**src/rtl/opendap_swd_host_pkg.sv**
```systemverilog
// -----------------------------------------------------------------------------
// opendap_swd_host_pkg
// Shared definitions for the SWD host: FSM state encoding, ACK codes,
// request-packet bit positions and parity helpers.
// -----------------------------------------------------------------------------
package opendap_swd_host_pkg;

  // Protocol phases of one command; every state except IDLE and DONE
  // consumes whole SWCLK bit periods.
  typedef enum logic [3:0] {
    ST_IDLE  = 4'd0,
    ST_RAW   = 4'd1,
    ST_REQ   = 4'd2,
    ST_TRN1  = 4'd3,
    ST_ACK   = 4'd4,
    ST_RDATA = 4'd5,
    ST_TRN2  = 4'd6,
    ST_WDATA = 4'd7,
    ST_TAIL  = 4'd8,
    ST_DONE  = 4'd9
  } swd_state_e;

  // ACK codes as assembled LSB-first from the wire.
  localparam logic [2:0] ACK_OK    = 3'b001;
  localparam logic [2:0] ACK_WAIT  = 3'b010;
  localparam logic [2:0] ACK_FAULT = 3'b100;

  // Bit positions inside the 8-bit request, bit 0 goes out first.
  localparam int REQ_START  = 0;
  localparam int REQ_APNDP  = 1;
  localparam int REQ_RNW    = 2;
  localparam int REQ_A2     = 3;
  localparam int REQ_A3     = 4;
  localparam int REQ_PARITY = 5;
  localparam int REQ_STOP   = 6;
  localparam int REQ_PARK   = 7;

  // Even parity over a 32-bit data word.
  function automatic logic parity32(input logic [31:0] data);
    return ^data;
  endfunction

  // Assemble the request byte in wire order.
  function automatic logic [7:0] swd_request(input logic       apndp,
                                             input logic       rnw,
                                             input logic [1:0] addr);
    logic [7:0] req;
    req             = 8'h00;
    req[REQ_START]  = 1'b1;
    req[REQ_APNDP]  = apndp;
    req[REQ_RNW]    = rnw;
    req[REQ_A2]     = addr[0];
    req[REQ_A3]     = addr[1];
    req[REQ_PARITY] = apndp ^ rnw ^ addr[0] ^ addr[1];
    req[REQ_STOP]   = 1'b0;
    req[REQ_PARK]   = 1'b1;
    return req;
  endfunction

endpackage

```
**src/rtl/opendap_swd_host_clkgen.sv**
```systemverilog
// -----------------------------------------------------------------------------
// opendap_swd_host_clkgen
// SWCLK divider. Each bit is a low phase followed by a high phase, each
// clkdiv+1 clk cycles long. The divisor is latched on start.
// Ports:
//   clk, rst_n      system clock, synchronous active-low reset
//   start           command accepted: latch clkdiv, begin a low phase
//   en              bit phases running (outside IDLE/DONE)
//   clkdiv          half-bit period minus one
//   fall_stb        last cycle of a high phase (next bit is driven after it)
//   sample_stb      last cycle of a low phase (swdio_i sampled here)
//   rise_stb        cycle after which swclk_o rises (same cycle as sample)
//   swclk_o         registered SWCLK
// -----------------------------------------------------------------------------
module opendap_swd_host_clkgen #(
  parameter int W_DIV = 8
) (
  input  logic             clk,
  input  logic             rst_n,
  input  logic             start,
  input  logic             en,
  input  logic [W_DIV-1:0] clkdiv,
  output logic             fall_stb,
  output logic             sample_stb,
  output logic             rise_stb,
  output logic             swclk_o
);

  logic [W_DIV-1:0] div_r;
  logic [W_DIV-1:0] cnt_r;
  logic             phase_r;   // 0 = low phase, 1 = high phase
  logic             last_s;

  // The counter stops at div_r and restarts, so an all-ones divisor never wraps.
  assign last_s     = (cnt_r == div_r);
  assign sample_stb = en && !phase_r && last_s;
  assign rise_stb   = en && !phase_r && last_s;
  assign fall_stb   = en &&  phase_r && last_s;

  // Half-period counter and SWCLK phase register.
  always_ff @(posedge clk) begin
    if (!rst_n) begin
      div_r   <= '0;
      cnt_r   <= '0;
      phase_r <= 1'b0;
      swclk_o <= 1'b0;
    end else if (start) begin
      div_r   <= clkdiv;
      cnt_r   <= '0;
      phase_r <= 1'b0;
      swclk_o <= 1'b0;
    end else if (en) begin
      if (last_s) begin
        cnt_r   <= '0;
        phase_r <= ~phase_r;
        swclk_o <= ~phase_r;
      end else begin
        cnt_r   <= cnt_r + W_DIV'(1);
      end
    end else begin
      cnt_r   <= '0;
      phase_r <= 1'b0;
      swclk_o <= 1'b0;
    end
  end

endmodule

```
**src/rtl/opendap_swd_host.sv**
```systemverilog
// -----------------------------------------------------------------------------
// opendap_swd_host
// SWD initiator: runs one command at a time, either a raw line sequence
// (up to 32 bits, LSB first) or a full SWD transfer (request, turnaround,
// ACK, optional data+parity, turnaround, idle tail), and reports ACK,
// read data and a read-parity error flag.
// Ports:
//   clk, rst_n                 system clock, synchronous active-low reset
//   clkdiv                     half-bit period minus one, latched on accept
//   cmd_valid / cmd_ready      command handshake (ready only in IDLE)
//   cmd_raw, cmd_raw_len       raw sequence select and length-1
//   cmd_apndp, cmd_rnw, cmd_addr   request fields
//   cmd_wdata                  write data or raw bit pattern
//   rsp_valid                  one-cycle completion pulse
//   rsp_ack, rsp_rdata, rsp_parity_err   response, held until next completion
//   swclk_o, swdio_o, swdio_oe, swdio_i  pad-side SWD signals
// -----------------------------------------------------------------------------
module opendap_swd_host
  import opendap_swd_host_pkg::*;
#(
  parameter int W_DIV       = 8,
  parameter int IDLE_CYCLES = 2
) (
  input  logic             clk,
  input  logic             rst_n,
  input  logic [W_DIV-1:0] clkdiv,
  input  logic             cmd_valid,
  output logic             cmd_ready,
  input  logic             cmd_raw,
  input  logic [4:0]       cmd_raw_len,
  input  logic             cmd_apndp,
  input  logic             cmd_rnw,
  input  logic [1:0]       cmd_addr,
  input  logic [31:0]      cmd_wdata,
  output logic             rsp_valid,
  output logic [2:0]       rsp_ack,
  output logic [31:0]      rsp_rdata,
  output logic             rsp_parity_err,
  output logic             swclk_o,
  output logic             swdio_o,
  output logic             swdio_oe,
  input  logic             swdio_i
);

  localparam logic [5:0] TAIL_LAST = (IDLE_CYCLES > 0) ? 6'(IDLE_CYCLES - 1) : 6'd0;
  localparam swd_state_e AFTER_DATA = (IDLE_CYCLES > 0) ? ST_TAIL : ST_DONE;

  swd_state_e  state_r;
  logic [5:0]  bit_cnt_r;
  logic        raw_r;
  logic [4:0]  raw_len_r;
  logic        rnw_r;
  logic [7:0]  req_r;
  logic [31:0] wdata_r;
  logic [2:0]  ack_r;
  logic [31:0] rdata_sh_r;
  logic        rx_par_r;
  logic        cmd_ready_r;
  logic        rsp_valid_r;
  logic        swdio_o_r;
  logic        swdio_oe_r;

  logic        accept_s;
  logic        bits_en_s;
  logic        fall_s;
  logic        sample_s;
  logic        rise_s;
  logic        ack_ok_s;
  logic [5:0]  last_idx_s;
  swd_state_e  after_s;
  swd_state_e  nxt_state_s;
  logic [5:0]  nxt_idx_s;
  logic        drv_o_s;
  logic        drv_oe_s;

  assign accept_s  = (state_r == ST_IDLE) && cmd_valid && cmd_ready_r;
  assign bits_en_s = (state_r != ST_IDLE) && (state_r != ST_DONE);
  assign ack_ok_s  = (ack_r == ACK_OK);

  assign cmd_ready = cmd_ready_r;
  assign rsp_valid = rsp_valid_r;
  assign swdio_o   = swdio_o_r;
  assign swdio_oe  = swdio_oe_r;

  opendap_swd_host_clkgen #(
    .W_DIV (W_DIV)
  ) u_clkgen (
    .clk        (clk),
    .rst_n      (rst_n),
    .start      (accept_s),
    .en         (bits_en_s),
    .clkdiv     (clkdiv),
    .fall_stb   (fall_s),
    .sample_stb (sample_s),
    .rise_stb   (rise_s),
    .swclk_o    (swclk_o)
  );

  // Length of the current phase and the phase that follows it.
  always_comb begin
    last_idx_s = 6'd0;
    after_s    = ST_IDLE;
    case (state_r)
      ST_RAW:   begin last_idx_s = {1'b0, raw_len_r}; after_s = ST_DONE; end
      ST_REQ:   begin last_idx_s = 6'd7;  after_s = ST_TRN1; end
      ST_TRN1:  begin last_idx_s = 6'd0;  after_s = ST_ACK; end
      // ack_r is complete here: the last ACK bit was sampled before this bit's fall.
      ST_ACK:   begin last_idx_s = 6'd2;  after_s = (ack_ok_s && rnw_r) ? ST_RDATA : ST_TRN2; end
      ST_RDATA: begin last_idx_s = 6'd32; after_s = ST_TRN2; end
      ST_TRN2:  begin last_idx_s = 6'd0;  after_s = (ack_ok_s && !rnw_r) ? ST_WDATA : AFTER_DATA; end
      ST_WDATA: begin last_idx_s = 6'd32; after_s = AFTER_DATA; end
      ST_TAIL:  begin last_idx_s = TAIL_LAST; after_s = ST_DONE; end
      default:  begin last_idx_s = 6'd0;  after_s = ST_IDLE; end
    endcase
  end

  // Position of the next bit and the pad values it needs.
  always_comb begin
    if (bit_cnt_r == last_idx_s) begin
      nxt_state_s = after_s;
      nxt_idx_s   = 6'd0;
    end else begin
      nxt_state_s = state_r;
      nxt_idx_s   = bit_cnt_r + 6'd1;
    end
    drv_o_s  = swdio_o_r;
    drv_oe_s = 1'b0;
    case (nxt_state_s)
      ST_RAW:   begin drv_oe_s = 1'b1; drv_o_s = wdata_r[nxt_idx_s[4:0]]; end
      ST_REQ:   begin drv_oe_s = 1'b1; drv_o_s = req_r[nxt_idx_s[2:0]]; end
      ST_WDATA: begin
        drv_oe_s = 1'b1;
        if (nxt_idx_s == 6'd32) begin
          drv_o_s = parity32(wdata_r);
        end else begin
          drv_o_s = wdata_r[nxt_idx_s[4:0]];
        end
      end
      ST_TAIL:  begin drv_oe_s = 1'b1; drv_o_s = 1'b0; end
      // A finished transfer leaves the host driving; a raw sequence keeps its last state.
      ST_DONE:  begin drv_oe_s = raw_r ? swdio_oe_r : 1'b1; drv_o_s = swdio_o_r; end
      default:  begin drv_oe_s = 1'b0; drv_o_s = swdio_o_r; end
    endcase
  end

  // Command FSM: accept, per-bit sequencing, sampling and response capture.
  always_ff @(posedge clk) begin
    if (!rst_n) begin
      state_r        <= ST_IDLE;
      bit_cnt_r      <= 6'd0;
      raw_r          <= 1'b0;
      raw_len_r      <= 5'd0;
      rnw_r          <= 1'b0;
      req_r          <= 8'h00;
      wdata_r        <= 32'h0000_0000;
      ack_r          <= 3'b000;
      rdata_sh_r     <= 32'h0000_0000;
      rx_par_r       <= 1'b0;
      cmd_ready_r    <= 1'b1;
      rsp_valid_r    <= 1'b0;
      rsp_ack        <= 3'b000;
      rsp_rdata      <= 32'h0000_0000;
      rsp_parity_err <= 1'b0;
      swdio_o_r      <= 1'b1;
      swdio_oe_r     <= 1'b0;
    end else begin
      case (state_r)
        ST_IDLE: begin
          rsp_valid_r <= 1'b0;
          if (accept_s) begin
            cmd_ready_r <= 1'b0;
            raw_r       <= cmd_raw;
            raw_len_r   <= cmd_raw_len;
            rnw_r       <= cmd_rnw;
            req_r       <= swd_request(cmd_apndp, cmd_rnw, cmd_addr);
            wdata_r     <= cmd_wdata;
            ack_r       <= 3'b000;
            bit_cnt_r   <= 6'd0;
            state_r     <= cmd_raw ? ST_RAW : ST_REQ;
            swdio_oe_r  <= 1'b1;
            // First request bit is always the start bit (1).
            swdio_o_r   <= cmd_raw ? cmd_wdata[0] : 1'b1;
          end else begin
            state_r     <= ST_IDLE;
          end
        end
        ST_RAW, ST_REQ, ST_TRN1, ST_ACK, ST_RDATA, ST_TRN2, ST_WDATA, ST_TAIL: begin
          if (sample_s && (state_r == ST_ACK)) begin
            ack_r[bit_cnt_r[1:0]] <= swdio_i;
          end else if (sample_s && (state_r == ST_RDATA)) begin
            if (bit_cnt_r == 6'd32) begin
              rx_par_r <= swdio_i;
            end else begin
              rdata_sh_r[bit_cnt_r[4:0]] <= swdio_i;
            end
          end else begin
            rx_par_r <= rx_par_r;
          end
          if (fall_s) begin
            state_r    <= nxt_state_s;
            bit_cnt_r  <= nxt_idx_s;
            swdio_o_r  <= drv_o_s;
            swdio_oe_r <= drv_oe_s;
            if (nxt_state_s == ST_DONE) begin
              rsp_valid_r <= 1'b1;
              rsp_ack     <= raw_r ? 3'b000 : ack_r;
              if (!raw_r && rnw_r && ack_ok_s) begin
                rsp_rdata      <= rdata_sh_r;
                rsp_parity_err <= rx_par_r ^ parity32(rdata_sh_r);
              end else begin
                rsp_parity_err <= 1'b0;
              end
            end
          end
        end
        ST_DONE: begin
          rsp_valid_r <= 1'b0;
          cmd_ready_r <= 1'b1;
          state_r     <= ST_IDLE;
        end
        default: begin
          rsp_valid_r <= 1'b0;
          cmd_ready_r <= 1'b1;
          state_r     <= ST_IDLE;
        end
      endcase
    end
  end

endmodule
```
**config.mk**
```make
export PLATFORM = sky130hd
export DESIGN_NAME = opendap_swd_host
export DESIGN_NICKNAME = d
export VERILOG_FILES = /design/src/rtl/opendap_swd_host_pkg.sv /design/src/rtl/opendap_swd_host_clkgen.sv /design/src/rtl/opendap_swd_host.sv
export SDC_FILE = /design/constraint.sdc
export NUM_CORES = 1
export LEC_CHECK = 0
export CORE_UTILIZATION = 31
export DETAILED_ROUTE_END_ITERATION = 8
export DONT_BUFFER_PORTS = 1
export PLACE_DENSITY_LB_ADDON = 0.2
export REMOVE_ABC_BUFFERS = 1
export SYNTH_ARGS = -nofsm -noshare
export SYNTH_HDL_FRONTEND = slang
export SYNTH_HIERARCHICAL = 1
export SYNTH_SLANG_ARGS = --single-unit
```
**constraint.sdc**
```tcl
create_clock -name clk -period 4.93 [get_ports clk]
set_input_delay 0.986 -clock clk [delete_from_list [all_inputs] [get_ports clk]]
set_output_delay 0.986 -clock clk [all_outputs]
set_load 0.03 [all_outputs]
```
==> Yosys cells after proc, flatten, opt, wreduce, memory -nomap -nowiden <==
Cells that the tools add are included.
{ "totals": {"register_bits": 149, "latchBits": 0, "ram_bits": 0, "romBits": 0, "input_bits": 54, "out_inout_bits": 41, "elab_cells": 144, "mem_count": 0} }
{ "op_classes": {"n_addsub": 2, "multipliers": 0, "div": 0, "n_lt_le_gt_ge": 6, "eq_ne": 24, "shifts": 0, "mux": 41, "bitwise": 10, "reduce_logical": 41} }
{ "ops": {"columns": ["operator", "count"], "rows": [
  ["32-bit parity", 2],
  ["32-bit bitwise mux", 1],
  ["6-bit one-hot mux with 5 select lines", 1],
  ["4-bit one-hot mux with 7 select lines", 1],
  ["4-bit by 3-bit equality test with 1-bit output (second input constant)", 5],
  ["4-bit AND reduction", 5],
  ["6-bit two-way mux", 3],
  ["1-bit logical AND", 15],
  ["1-bit two-way mux", 13],
  ["4-bit by 2-bit equality test with 1-bit output (second input constant)", 3],
  ["4-bit equality test (second input constant)", 3],
  ["6-bit equality test (second input constant)", 2],
  ["5-bit by 6-bit < comparator with 1-bit output (second input constant)", 2],
  ["4-bit two-way mux", 3],
  ["6-bit one-hot mux with 2 select lines", 1],
  ["3-bit two-way mux", 3],
  ["3-bit AND reduction", 3],
  ["8-bit by 1-bit adder with 8-bit output (second input constant)", 1],
  ["4-bit by 1-bit equality test with 1-bit output (second input constant)", 2],
  ["8-bit equality test", 1],
  ["1-bit one-hot mux with 2 select lines", 4],
  ["4-bit one-hot mux with 2 select lines", 1],
  ["2-bit AND reduction", 4],
  ["4-bit OR reduction", 2],
  ["28 further kinds", 43]
]} }

==> Longest topological paths before layout <==
Gate-level depths: netlist (run 1).
{ "logic_depth": {"depth_word": 11, "ltp_mapped": 14, "ltp_nobuf": 12} }

==> Cells and area by module <==
Netlist (run 1), hierarchy kept.
{ "modules_own_cells": {"columns": ["module", "instances", "cells_each", "area_per_inst_um2", "seq_area_each_um2"], "rows": [
  ["opendap_swd_host", 1, 877, 6864.1, 2602.5],
  ["opendap_swd_host_clkgen", 1, 77, 763.2, 340.3]
]} }

==> Worst setup path after synthesis (run 1) <==
OpenSTA, ideal clock, no wires.
{ "synth_timing": {"path_type": "flip-flop to flip-flop", "startpoint": "reg state_r[1]", "endpoint": "reg rsp_rdata[0]", "setup_ns": 0.132, "t_arrival_ns": 3.108, "required_ns": 4.798, "slack_ns": 1.690, "path_stages_with_launch": 14, "n_path_buf": 3, "period_less_slack_ns": 3.240, "path_cell_list": "dfxtp_1 > buf_6 > nor4b_4 > a21boi_0 > a2111oi_4 > o211ai_4 > or4_4 > a221oi_4 > nand4_4 > or3_1 > buf_2 > buf_6 > nand2_1 > a21oi_1"} }
{ "synth_via": {"elab_chain_cells": 7, "elab_cells_between_ends": 22, "classes_between": "eq/ne (11); mux (3); reduce/logical (8)"} }
{ "synth_rtl": {"columns": ["element", "line_no", "source"], "rows": [
  ["start, declared", "opendap_swd_host.sv:48", "swd_state_e state_r;"],
  ["start signal, assigned", "opendap_swd_host.sv:179", "state_r <= cmd_raw ? ST_RAW : ST_REQ;"],
  ["start signal, assigned", "opendap_swd_host.sv:200", "state_r <= nxt_state_s;"],
  ["4-bit by 3-bit equality test with 1-bit output", "opendap_swd_host.sv:103, opendap_swd_host.sv:167", null],
  ["2-bit OR reduction (no line)", null, null],
  ["6-bit one-hot mux with 5 select lines", "opendap_swd_host.sv:103", "case (state_r)"],
  ["6-bit equality test", "opendap_swd_host.sv:119", "if (bit_cnt_r == last_idx_s) begin"],
  ["4-bit two-way mux", "opendap_swd_host.sv:119", null],
  ["4-bit equality test", "opendap_swd_host.sv:204", "if (nxt_state_s == ST_DONE) begin"],
  ["4-bit AND reduction (no line) (*)", null, null],
  ["end signal, assigned", "opendap_swd_host.sv:208", "rsp_rdata <= rdata_sh_r;"],
  ["end, declared", "opendap_swd_host.sv:37", "output logic [31:0] rsp_rdata,"]
]} }
Every way passes the cells marked *; elsewhere a longest branch is shown, timed or not.
A chain may end at the register's enable or synchronous reset.

==> Final worst setup path (run 1) <==
{ "layout_timing": {"startpoint": "reg state_r[1]", "endpoint": "reg rsp_rdata[29]"} }
Same word-level chain as after synthesis.

==> metrics.txt, run 1 <==
post-DR vias/cell 4.93; DP Wirelength 12.8 mm; Synth Instances 954; Detailed Route WL 19.3 mm; Worst VDD drop 0.219 mV; DRC 0; Root Driver clkbuf_16; Area Overhead vs Synth 10.6%; Worst-Skew Late Latency 430 ps; core area 24200 sq um; P_leak 2.71 nW; Max Used Layer met4; layout cells sized above 1 7.60%; Layout Cells excl Fill 1258; largest net degree at the start of global routing 78; leading post-synthesis cells by cell area dfxtp_1 39%, nand2_1 11%, xnor2_1 8.4%; I/O Buffers 0; Cell Area, Synth 7630 sq um; Hold Vio Cnt, Final 0; first-pass GRT wire length 31.7 mm; hold_buf cts 0; Worst EP arrival 4160 ps; area leader, netlist dfxtp_1; DRT iter0 DRCs 398; ys flop type dfxtp_1; Rel. slew slack 44.6%; Distinct cells, synth 76; Fillers 2613; CTS buffer count 17; skew final 7.73 ps; Synth top cells by count 226 x nand2_1, 147 x dfxtp_1, 76 x nor2_1; GRT Overall Usage 15.7%; fmax 0.257 GHz; FP Rows 57; Seq/Total Area, Yosys 38.6%; post-CTS setup buffers 0; critical setup path kind reg2reg; drt wl/cell 15.4 um; met1 WL 9.34 mm; Synth Register Bits 147; vias in the first global route 5966; DR vias 6198; initial antenna violation count 0; most common cell in the netlist nand2_1; Syn. warnings 6; type of the worst min-delay path reg2reg; Final Slew Violations 0; CP max FO 32; Core Util, Final 34.8%; First-pass DRT Iterations 5; CP endpoint kind flip-flop; final instance area 8440 sq um; Slew @ Worst Pin 823 ps; post-CTS sizing 0; number of nets with antenna violations after routing 0; Worst Path Required 5210 ps; Die X 159 um; placed cell count 1226; Critical Path Start Type flip-flop; period utilization 78.8%; CTS Sinks 147; CTS H-tree lvls 4; Die Y 159 um; CTS tree yes; PwrDens 444 nW/um^2; clock-pin slew on the worst setup and hold paths 60 ps; outcome finished, final reports clean; final worst slack 1040 ps; Sum Neg Setup Slack 0 ps; NumNets Final 980; endpoints failing setup 0; number of synthesized flops with an enable pin 0; RSZ-0062 raised after global routing no; syn avg cell area 8.00 sq um; # IOs 95; ANT cells 0; crit path time final 3890 ps; placed inst area 7850 sq um; async set-reset flop share out of synthesis 0%; Synth top area share 38.6%; DIE AREA 25200 sq um; RD Place Congestion 0.784; clk buf depth 2; Overflow after GRT 0; metal2 WL 8.90 mm; Starting Density 31.5%; max cap viols 0; worst slack, placed 1070 ps; metal3 WL 848 um
==> report_power, final <==
group | internal (mW) | switching, mW | leakage (nW)
logic | 0.432 | 0.570 | 1.24
registers | 1.29 | 0.124 | 1.19
clock network | 0.795 | 0.534 | 0.283
==> cell type report <==
type	count	area (sq um)	area share (%)
Clock inverter	13	159	1.88
Timing Repair Buffer	12	90.1	1.07
Inverter	9	33.8	0.400
Clock buffer	19	433	5.13
Tap cell	324	405	4.80
Multi-Input combinational cell	734	4370	51.8
Sequential cell	147	2940	34.9
==> cell families (layout without fill, tap and decap cells) <==
group,count (synthesis),count (layout),synth area share (%)
AOI/OAI and AO/OA,229,229,19.9
xor gates and xnor gates,88,88,10.1
adders and majority gates,5,5,0.820
buffers and inverters,73,53,4.17
DFF,147,147,38.6
muxes,22,22,3.63
and+or+nand+nor,390,390,22.8
==> metrics by stage <==
stage / power (mW) / hold WS (ps)
detailed placement: 2.46 / 454
global placement: 2.46 / 451
global route: 3.97 / 488
CTS: 3.80 / 463
floorplan: 2.21 / 432
finish: 3.75 / 460
==> final timing paths <==
path         depth (start not counted)  startpoint  slack [ps]       endpoint
max reg2reg                         11  state_r[1]        1040  rsp_rdata[29]
min                                  2    req_r[3]         460       req_r[3]
max                                 11  state_r[1]        1040  rsp_rdata[29]
min reg2reg                          2    req_r[3]         460       req_r[3]
==> placed cells by master, fill, tap and decap left out, types with 5 or more instances in the layout <==
| cell | n |
|---|---|
| a21oi_1 | 66 |
| dfxtp_1 | 147 |
| nor2b_1 | 9 |
| xnor2_1 | 73 |
| ha_1 | 5 |
| nand4_1 | 5 |
| nor3_1 | 11 |
| nand3_1 | 14 |
| clkbuf_16 | 17 |
| nand2_1 | 226 |
| a21boi_0 | 42 |
| nand2b_1 | 9 |
| o21ai_0 | 48 |
| buf_4 | 12 |
| mux2i_1 | 13 |
| mux2_2 | 5 |
| xor2_1 | 15 |
| nand3b_1 | 6 |
| a21boi_1 | 23 |
| nor2_1 | 76 |
| or3_1 | 8 |
==> state kept, by name (all words and copies together), names as in the netlist, 5 cells and up <==
name,flops
u_clkgen/cnt_r,8
rdata_sh_r,32
u_clkgen/div_r,8
rsp_rdata,32
wdata_r,32
raw_len_r,5
bit_cnt_r,6
req_r,6
==> per-layer routing <==
layer / track usage, % / vias to the layer above
met5: 0 / -
met4: 5.24 / 0
met3: 3.50 / 18
met2: 25.6 / 143
met1: 20.4 / 2865
li1: - / 3172
==> critical path, cell delays in order, from the launching register on <==
cell and delay [ps]:
dfxtp_1 790, inv_2 140, and3_1 220, o311ai_1 350
xnor2_1 280, or2_1 390, a2bb2oi_1 510, nand4_4 250
or3_1 360, buf_4 250, nand2_1 120, a21oi_1 60
Power figures use the tool's default switching activity.
==> run 2, diff against run 1 <==
Clock period 4.93 ns to 3.8 ns, I/O delays scaled along.
==> metrics.txt, run 2 (synthesis results as in run 1) <==
clk buf depth 2 (unchanged); layout cells sized above 1 8.97% (+1.4 points); Fillers 2607 (-0.23%); Cell Int Power 3.44 mW (+37%); skew final 8.31 ps (+0.575 ps); worst hold stages 1 (-1); GRT Overall Usage 15.9% (+0.22 points); DRC 0 (unchanged); Hold Vio Cnt, Final 0 (unchanged); clock-pin slew on the worst setup and hold paths 60 ps (about the same); Net Switching 1.62 mW (+32%); CP endpoint kind flip-flop; Worst EP arrival 3780 ps (-380 ps); first-pass GRT wire length 32.2 mm (+1.5%); Sum Neg Setup Slack 0 ps (unchanged); min-delay src rst_n; ANT cells 0 (unchanged); type of the worst min-delay path in2reg; number of nets with antenna violations after routing 0 (unchanged); CTS buffer count 17 (unchanged); NumNets Final 994 (+1.4%); crit path time final 3480 ps (-407 ps); Die X 159 um (unchanged); Core Util, Final 35.5% (+0.68 points); # IOs 95 (unchanged); CTS Sinks 147 (unchanged); FP Rows 57 (unchanged); Seq pwr share 36.2% (-1.6 points); Detailed Route WL 19.7 mm (+1.9%); switch share 32.0% (-0.75 points); critical setup path kind reg2reg; register area 2940 sq um (unchanged); FF-to-FF End rsp_rdata[31]; fmax 0.287 GHz (+12%); max cap viols 0 (unchanged); Area Overhead vs Synth 12.8%; core area 24200 sq um (unchanged); RSZ-0062 raised after global routing no; drt wl/cell 15.5 um (+0.82%); period utilization 91.5% (+13 points); reg2reg path depth 11 (unchanged); vias in the first global route 5968 (+0.034%); Slew @ Worst Pin 814 ps (-9.32 ps); CTS tree yes; commonest non-fill, non-tap cell in the layout nand2_1; Worst VDD drop 0.281 mV (+28%); RD Place Congestion 0.813 (+3.8%); commonest non-fill, non-tap cells in the layout 226 x nand2_1, 147 x dfxtp_1, 76 x nor2_1; hold_buf cts 0 (unchanged); Final Slew Violations 0 (unchanged); outcome finished, final reports clean; Comb power frac 27.3% (+0.6 points); Worst Path Required 4100 ps (-1110 ps); r2r setup slk 320 ps (-720 ps); DP Wirelength 13.4 mm (+4.7%); post-CTS setup buffers 0 (unchanged); post-DR vias/cell 4.92 (-0.14%); Overflow after GRT 0 (unchanged); top flop regs rdata_sh_r: 32 flops, rsp_rdata: 32 flops, wdata_r: 32 flops; crit path launch state_r[1]; initial antenna violation count 0 (unchanged); Clock Power Share 36.5% (+1.0 points); Rel. slew slack 45.3% (+0.63 points); DRT iter0 DRCs 402 (+1.0%); DR vias 6258 (+0.97%); CP max FO 32 (unchanged); post-CTS sizing 0 (unchanged); Worst-Skew Late Latency 420 ps (about the same); Multi-input gate area 4370 sq um (unchanged); Die Y 159 um (unchanged); Min-Delay Endpoint cmd_ready; First-pass DRT Iterations 4 (-1); I/O Buffers 0 (unchanged); Starting Density 31.5% (unchanged); CTS H-tree lvls 4 (unchanged); PwrDens 589 nW/um^2 (+33%); Root Driver clkbuf_16; P_leak 2.82 nW (+3.9%); DIE AREA 25200 sq um (unchanged); largest net degree at the start of global routing 78 (unchanged); reg2reg start state_r[1]; Critical Path Start Type flip-flop; endpoints failing setup 0 (unchanged)
[run 2: per-stage QoR]
stage	cells	worst slack (ps)	hold WS, ps	power (mW)	area [sq um]
2_1_floorplan	890	-199	432	2.87	7340
3_3_place_gp	1240	385	450	3.25	7960
3_5_place_dp	1240	318	455	3.26	7960
4_1_cts	1272	307	412	5.12	8600
5_1_grt	1272	63.6	405	5.34	8600
6_report	1272	322	424	5.06	8600
[run 2: worst max-delay path: stages, from the launching register on]
cell	delay, ps
dfxtp_1	470
nor4b_4	370
a21boi_0	190
a2111oi_4	390
o211ai_4	190
or4_4	540
a221oi_4	320
nand4_4	130
or3_1	320
buf_4	260
nand2_1	120
a21oi_1	60
[run 2: worst max path at each step]
stage                                 to  slack, ps  depth (start not counted)
final                      rsp_rdata[31]        320                         11
after global routing       rsp_rdata[31]         60                         11
after CTS                  rsp_rdata[29]        310                         11
after detailed placement   rsp_rdata[29]        320                         11
after global placement     rsp_rdata[27]        380                         11
after floorplan           rsp_parity_err       -200                         10
[run 2: cell type report]
class                   count  share of cell area [%]
inverters                   9                   0.393
flip-flops and latches    147                    34.2
well taps                 324                    4.71
multi-input cells         734                    50.8
repair buffers             26                    2.41
clock inverters            13                    2.39
clock buffers              19                    5.03
[run 2: metal layers]
metal,vias to the layer above,routed length [um],share of wire (%),GRT usage (%)
li1,3193,-,-,-
met2,133,9210,47,26.5
met4,0,280,1.4,4.72
met1,2909,9450,48,20.7
met3,23,775,3.9,3.16
met5,-,0,0,0
[run 2: power groups by stage]
stage          clock [mW]  combinational [mW]  sequential, mW
4_1_cts              1.90                1.39            1.84
3_5_place_dp            0                1.38            1.87
3_3_place_gp            0                1.38            1.87
5_1_grt              1.97                1.52            1.86
2_1_floorplan           0                1.03            1.84
6_report             1.85                1.38            1.83
